**src/rtl/serial_tx_framer_if.sv**
```systemverilog
// Bus-side signals of the serial transmit framer: decoded write port in, serial line and status out.
interface serial_tx_framer_if;
  logic       SSER;
  logic       BA13;
  logic       BA12;
  logic [3:0] BA7_4;
  logic       BR_W;
  logic [7:0] BD;
  logic       SDWR;
  logic       BITSTB;
  logic       BUSY;
  logic       DONE;
  logic       OVR;

  modport master (
    output SSER, BA13, BA12, BA7_4, BR_W, BD,
    input  SDWR, BITSTB, BUSY, DONE, OVR
  );

  modport slave (
    input  SSER, BA13, BA12, BA7_4, BR_W, BD,
    output SDWR, BITSTB, BUSY, DONE, OVR
  );
endinterface

```
**src/rtl/serial_tx_framer.sv**
```systemverilog
// Bus-written byte framer: start bit, 8 data bits MSB first, odd parity, stop bit;
// each bit lasts DIV clocks. All outputs are registered.
module serial_tx_framer #(
  parameter int unsigned DIV = 4
) (
  input logic              clk,
  input logic              rst,
  serial_tx_framer_if.slave bus
);

  typedef enum logic [2:0] {StIdle, StStart, StData, StParity, StStop} state_e;

  localparam logic [7:0] LastCnt = 8'(DIV - 1);

  state_e     state_q;
  logic [7:0] cnt_q;
  logic [2:0] bit_cnt_q;
  logic [7:0] shreg_q;
  logic       par_q;
  logic       sdwr_q;
  logic       bitstb_q;
  logic       busy_q;
  logic       done_q;
  logic       ovr_q;

  logic wr_en;
  logic tx_wr;
  logic ctrl_wr;
  logic bit_end;

  assign wr_en   = !bus.SSER && !bus.BA13 && bus.BA12 && !bus.BR_W;
  assign tx_wr   = wr_en && (bus.BA7_4 == 4'h0);
  assign ctrl_wr = wr_en && (bus.BA7_4 == 4'h1);
  assign bit_end = (cnt_q == LastCnt);

  always_ff @(posedge clk) begin
    if (rst) begin
      state_q   <= StIdle;
      cnt_q     <= '0;
      bit_cnt_q <= '0;
      shreg_q   <= 8'h00;
      par_q     <= 1'b0;
      sdwr_q    <= 1'b1;
      bitstb_q  <= 1'b0;
      busy_q    <= 1'b0;
      done_q    <= 1'b0;
      ovr_q     <= 1'b0;
    end else begin
      done_q   <= 1'b0;
      bitstb_q <= 1'b0;

      // Overrun set has priority over a CTRL clear.
      if (tx_wr && (state_q != StIdle)) begin
        ovr_q <= 1'b1;
      end else if (ctrl_wr && bus.BD[0]) begin
        ovr_q <= 1'b0;
      end

      if (state_q != StIdle) begin
        cnt_q    <= bit_end ? 8'h00 : cnt_q + 8'h01;
        bitstb_q <= bit_end && (state_q != StStop);
      end

      unique case (state_q)
        StIdle: begin
          if (tx_wr) begin
            state_q  <= StStart;
            cnt_q    <= '0;
            shreg_q  <= bus.BD;
            par_q    <= ~(^bus.BD);
            sdwr_q   <= 1'b0;
            bitstb_q <= 1'b1;
            busy_q   <= 1'b1;
          end
        end
        StStart: begin
          if (bit_end) begin
            state_q   <= StData;
            bit_cnt_q <= '0;
            sdwr_q    <= shreg_q[7];
            shreg_q   <= {shreg_q[6:0], 1'b0};
          end
        end
        StData: begin
          if (bit_end) begin
            if (bit_cnt_q == 3'd7) begin
              state_q <= StParity;
              sdwr_q  <= par_q;
            end else begin
              bit_cnt_q <= bit_cnt_q + 3'd1;
              sdwr_q    <= shreg_q[7];
              shreg_q   <= {shreg_q[6:0], 1'b0};
            end
          end
        end
        StParity: begin
          if (bit_end) begin
            state_q <= StStop;
            sdwr_q  <= 1'b1;
          end
        end
        StStop: begin
          if (bit_end) begin
            state_q <= StIdle;
            sdwr_q  <= 1'b1;
            busy_q  <= 1'b0;
            done_q  <= 1'b1;
          end
        end
        default: begin
          state_q <= StIdle;
          sdwr_q  <= 1'b1;
          busy_q  <= 1'b0;
        end
      endcase
    end
  end

  assign bus.SDWR   = sdwr_q;
  assign bus.BITSTB = bitstb_q;
  assign bus.BUSY   = busy_q;
  assign bus.DONE   = done_q;
  assign bus.OVR    = ovr_q;

endmodule

```
**src/flat_wrapper.sv**
```systemverilog
// flat-port wrapper written by rule: the top's interface ports become plain ports
module serial_tx_framer_flat 
#(
  parameter int unsigned DIV = 4
)
  (clk, rst, bus_SSER, bus_BA13, bus_BA12, bus_BA7_4, bus_BR_W, bus_BD, bus_SDWR, bus_BITSTB, bus_BUSY, bus_DONE, bus_OVR);
  serial_tx_framer_if bus_i ();
  input logic clk;
  input logic rst;
  input wire logic [$bits(bus_i.SSER)-1:0] bus_SSER;
  input wire logic [$bits(bus_i.BA13)-1:0] bus_BA13;
  input wire logic [$bits(bus_i.BA12)-1:0] bus_BA12;
  input wire logic [$bits(bus_i.BA7_4)-1:0] bus_BA7_4;
  input wire logic [$bits(bus_i.BR_W)-1:0] bus_BR_W;
  input wire logic [$bits(bus_i.BD)-1:0] bus_BD;
  output wire logic [$bits(bus_i.SDWR)-1:0] bus_SDWR;
  output wire logic [$bits(bus_i.BITSTB)-1:0] bus_BITSTB;
  output wire logic [$bits(bus_i.BUSY)-1:0] bus_BUSY;
  output wire logic [$bits(bus_i.DONE)-1:0] bus_DONE;
  output wire logic [$bits(bus_i.OVR)-1:0] bus_OVR;
  assign bus_i.SSER = bus_SSER;
  assign bus_i.BA13 = bus_BA13;
  assign bus_i.BA12 = bus_BA12;
  assign bus_i.BA7_4 = bus_BA7_4;
  assign bus_i.BR_W = bus_BR_W;
  assign bus_i.BD = bus_BD;
  assign bus_SDWR = bus_i.SDWR;
  assign bus_BITSTB = bus_i.BITSTB;
  assign bus_BUSY = bus_i.BUSY;
  assign bus_DONE = bus_i.DONE;
  assign bus_OVR = bus_i.OVR;
  serial_tx_framer #(.DIV(DIV)) u_core (.clk(clk), .rst(rst), .bus(bus_i));
endmodule
```
**config.mk**
```make
export PLATFORM = sky130hd
export DESIGN_NAME = serial_tx_framer_flat
export DESIGN_NICKNAME = d
export VERILOG_FILES = /design/src/rtl/serial_tx_framer_if.sv /design/src/rtl/serial_tx_framer.sv /design/src/flat_wrapper.sv
export SDC_FILE = /design/constraint.sdc
export NUM_CORES = 1
export LEC_CHECK = 0
export BUFFER_PORTS_ARGS = -buffer_cell sky130_fd_sc_hd__buf_2
export CAP_MARGIN = 25
export CORE_MARGIN = 1.5
export CORE_UTILIZATION = 55
export CTS_CLUSTER_SIZE = 14
export DETAILED_ROUTE_END_ITERATION = 6
export GPL_TIMING_DRIVEN = 0
export PLACE_DENSITY = 0.87
export SLEW_MARGIN = 10
export SYNTH_ARGS = -nofsm -noshare
export SYNTH_HDL_FRONTEND = slang
export SYNTH_SLANG_ARGS = --single-unit
```
**constraint.sdc**
```tcl
create_clock -name clk -period 2 [get_ports clk]
set_input_delay 0.3 -clock clk [delete_from_list [all_inputs] [get_ports clk]]
set_output_delay 0.3 -clock clk [all_outputs]
set_load 0.01 [all_outputs]
```
==> metrics.cfg <==
[cts]
cts_tree = done
root_buffer = clkbuf_4
clockBufferDepth = 2
cts_hold_buf = 0
cts_made_buffers = 3
cts_sinks = 28
clkLatencyLatePin_ns = 0.34
htreeDepth = 1
path_clk_slew_ns = 0.15

[cells_and_area]
area_delta_synth_final_pct = 15.4
antenna_cells = 0
nNetsFinal = 231
drive_above_1_share_pct = 25.4
fin_area_um2 = 1830
mostFrequentLayoutCells = 28 x dfxtp_1, 27 x buf_2, 17 x nor3_1
final_common_cell = dfxtp_1
utilization_pct = 66.4
nFillCells = 215

[floorplanning]
dieArea_um2 = 3220
dieWidth_um = 56.7
initial_core_util_pct = 57.5
die_h_um = 56.7
io_pins = 23
design.core.area_um2 = 2760
rows = 19

[setup_path]
arrival_ns = 2.14
r2r_end = u_core.shreg_q[1]
worst_ep_required_time_ns = 2.22
critPathLaunchType = flip-flop
end_kind = flip-flop
path_max_fanout = 10
critPathKind = reg -> reg
ff2ff_path_depth = 6
timing.rr.start = u_core.state_q[0]
reg2reg_slack_ns = 0.08

[timing]
finalClockSkew_ns = 0.00278
min_period_ns = 1.92
layout_worst_path_cycle_share_pct = 95.9
max_freq_mhz = 521
finalHoldViolations = 0
worst_pin_slew_ns = 0.603
drv_slew = 0
relSlewSlack_pct = 59.5
setup_violations = 0
hold_slack_ns = 0.265

[synth]
synth_xor_area_share_pct = 5.52
ys_ff_latch = 28
synth-simple-area-share_pct = 29.5
synth_area_um2 = 1590
ys.flop_type = dfxtp_1
synthDistinctLibCells = 50
synth_top_family_by_area = simple AND/OR/NAND/NOR gates
synth_compound_area_share_pct = 21.8
yosys.area_share.adder_pct = 2.37
ys_seq_area_share_pct = 35.3
syn_area_per_cell_um2 = 8.81
synth_edf_count = 0
syn_inst = 180
synthMuxAreaShare_pct = 0.631
async_reset_ff_share_pct = 0
synthesis.nets = 201
ys_warn_count = 0

[detailed_routing]
vias = 1533
wl_per_cell_um = 15.5
drt-total-wl_um = 3710
postRouteAntennaNets = 0
drt-initial-drc-count = 40
drc = 0
vias_per_cell = 6.39
drtPass1Iterations = 4

[power]
ir_worst_vdd_v = 0.000556
power.leakage_nw = 0.645
seqPwrFrac_pct = 56.1
internal-power_mw = 0.746
clockPowerShare_pct = 27.5
p_total_mw = 1.02
powerDensity_nw_per_um2 = 560
comb_power_share_pct = 16.4
p_sw_mw = 0.278
sw_frac_of_total_pct = 27.2

[global_routing]
grt.overflow.total = 0
grt.total_usage_pct = 23.3
grt_max_degree = 16
first_global_vias = 1343
antenna_found_initial = 0
grt_pass1_wl_um = 5980

[placement]
dp_hpwl_um = 2620
port_buffers = 21
placed_cell_area_um2 = 1730
gp_congestion = 0.835

[outcome]
status = finished, final reports clean

[flow_run]
maxCapViolCount = 0

[min_path]
hold_depth = 3
worstHoldEndpoint = u_core.shreg_q[0]
hold_path.startpoint = bus_BD[0]
hp-class = in -> reg

kinds of logic (layout without fill, tap and decap cells):
kind of cell	count (synthesis)	in the layout
muxes	1	1
xor gates and xnor gates	10	10
AOI/OAI and AO/OA	46	46
and+or+nand+nor	76	76
adders and majority gates	3	3
DFF	28	28
buffers and inverters	16	45
power by group through the flow:
| stage | clock network [mW] | registers (mW) | logic (mW) |
|---|---|---|---|
| 2_1_floorplan | 0 | 0.586 | 0.110 |
| 3_3_place_gp | 0 | 0.585 | 0.157 |
| 3_5_place_dp | 0 | 0.586 | 0.161 |
| 4_1_cts | 0.293 | 0.574 | 0.161 |
| 5_1_grt | 0.306 | 0.576 | 0.185 |
| 6_report | 0.282 | 0.575 | 0.168 |
worst max-delay path, cell delays in order (launching register included):
cell and delay, ns:
dfxtp_1 0.46, buf_2 0.27, nor3b_1 0.33, o211ai_1 0.18
buf_4 0.23, a221oi_1 0.27, nor3_1 0.07
state kept, by name, indices dropped and copies added, names as in the netlist:
name               count
u_core.par_q           1
u_core.bus.BUSY        1
u_core.shreg_q         8
u_core.bus.SDWR        1
u_core.bit_cnt_q       3
u_core.cnt_q           8
u_core.bus.DONE        1
u_core.state_q         3
u_core.bus.BITSTB      1
u_core.bus.OVR         1
synth_stat cells (2+ instances only):
cell,n,area share [%]
a221oi_1,6,3.3
and3_1,2,0.79
nand2_1,9,2.1
o211ai_1,2,0.95
nand3_1,7,2.2
nand3b_1,3,1.4
nor3_1,17,5.4
a211oi_1,3,1.4
nor2_1,13,3.1
o21ai_1,3,0.95
a311oi_1,3,1.7
or3_1,2,0.79
nor4b_2,2,1.9
dfxtp_1,28,35
clkbuf_1,7,1.7
buf_2,7,2.2
a21oi_1,11,3.5
a21oi_2,2,1.1
ha_1,3,2.4
xnor2_1,9,5.0
nor3b_1,9,4.3
nand4_1,3,1.2
nor3_2,2,1.3
worst max path at each step:
| stage | end | from |
|---|---|---|
| global route | u_core.shreg_q[7] | u_core.state_q[1] |
| CTS | u_core.shreg_q[3] | u_core.bit_cnt_q[0] |
| detailed placement | u_core.shreg_q[3] | u_core.bit_cnt_q[0] |
| floorplan | u_core.bus.SDWR | u_core.cnt_q[0] |
| global placement | u_core.shreg_q[3] | u_core.cnt_q[0] |
| finish | u_core.shreg_q[1] | u_core.state_q[0] |
metrics by stage:
stage | setup WS, ns | std cells | setup TNS [ns]
after detailed placement | 0.0297 | 232 | 0
after floorplan | 0.281 | 180 | 0
after CTS | 0.00323 | 236 | 0
after global routing | -0.0379 | 240 | -0.0684
after global placement | 0.0772 | 232 | 0
final | 0.0821 | 240 | 0
layout make-up:
type	count	area, µm²	area share, %
multi-input cells	136	981	53.6
plain buffers	15	75.1	4.10
repair buffers	25	135	7.38
well taps	31	38.8	2.12
inverters	1	3.75	0.205
flip-flops and latches	28	561	30.6
clock buffers	4	36.3	1.98
repair_timing:
item                                    CTS  global route
endpoints found under the setup margin    0            10
resized for setup                         0             7
buffers inserted                          0             4
routing by layer:
| layer | up-vias | GRT usage, % | wire length, µm |
|---|---|---|---|
| met3 | 10 | 3.69 | 264 |
| li1 | 742 | - | - |
| met5 | - | 0 | 0 |
| met4 | 0 | 10.2 | 74 |
| met2 | 69 | 36.2 | 1760 |
| met1 | 712 | 31.8 | 1620 |
No activity file was read; power rests on OpenSTA's default activity.
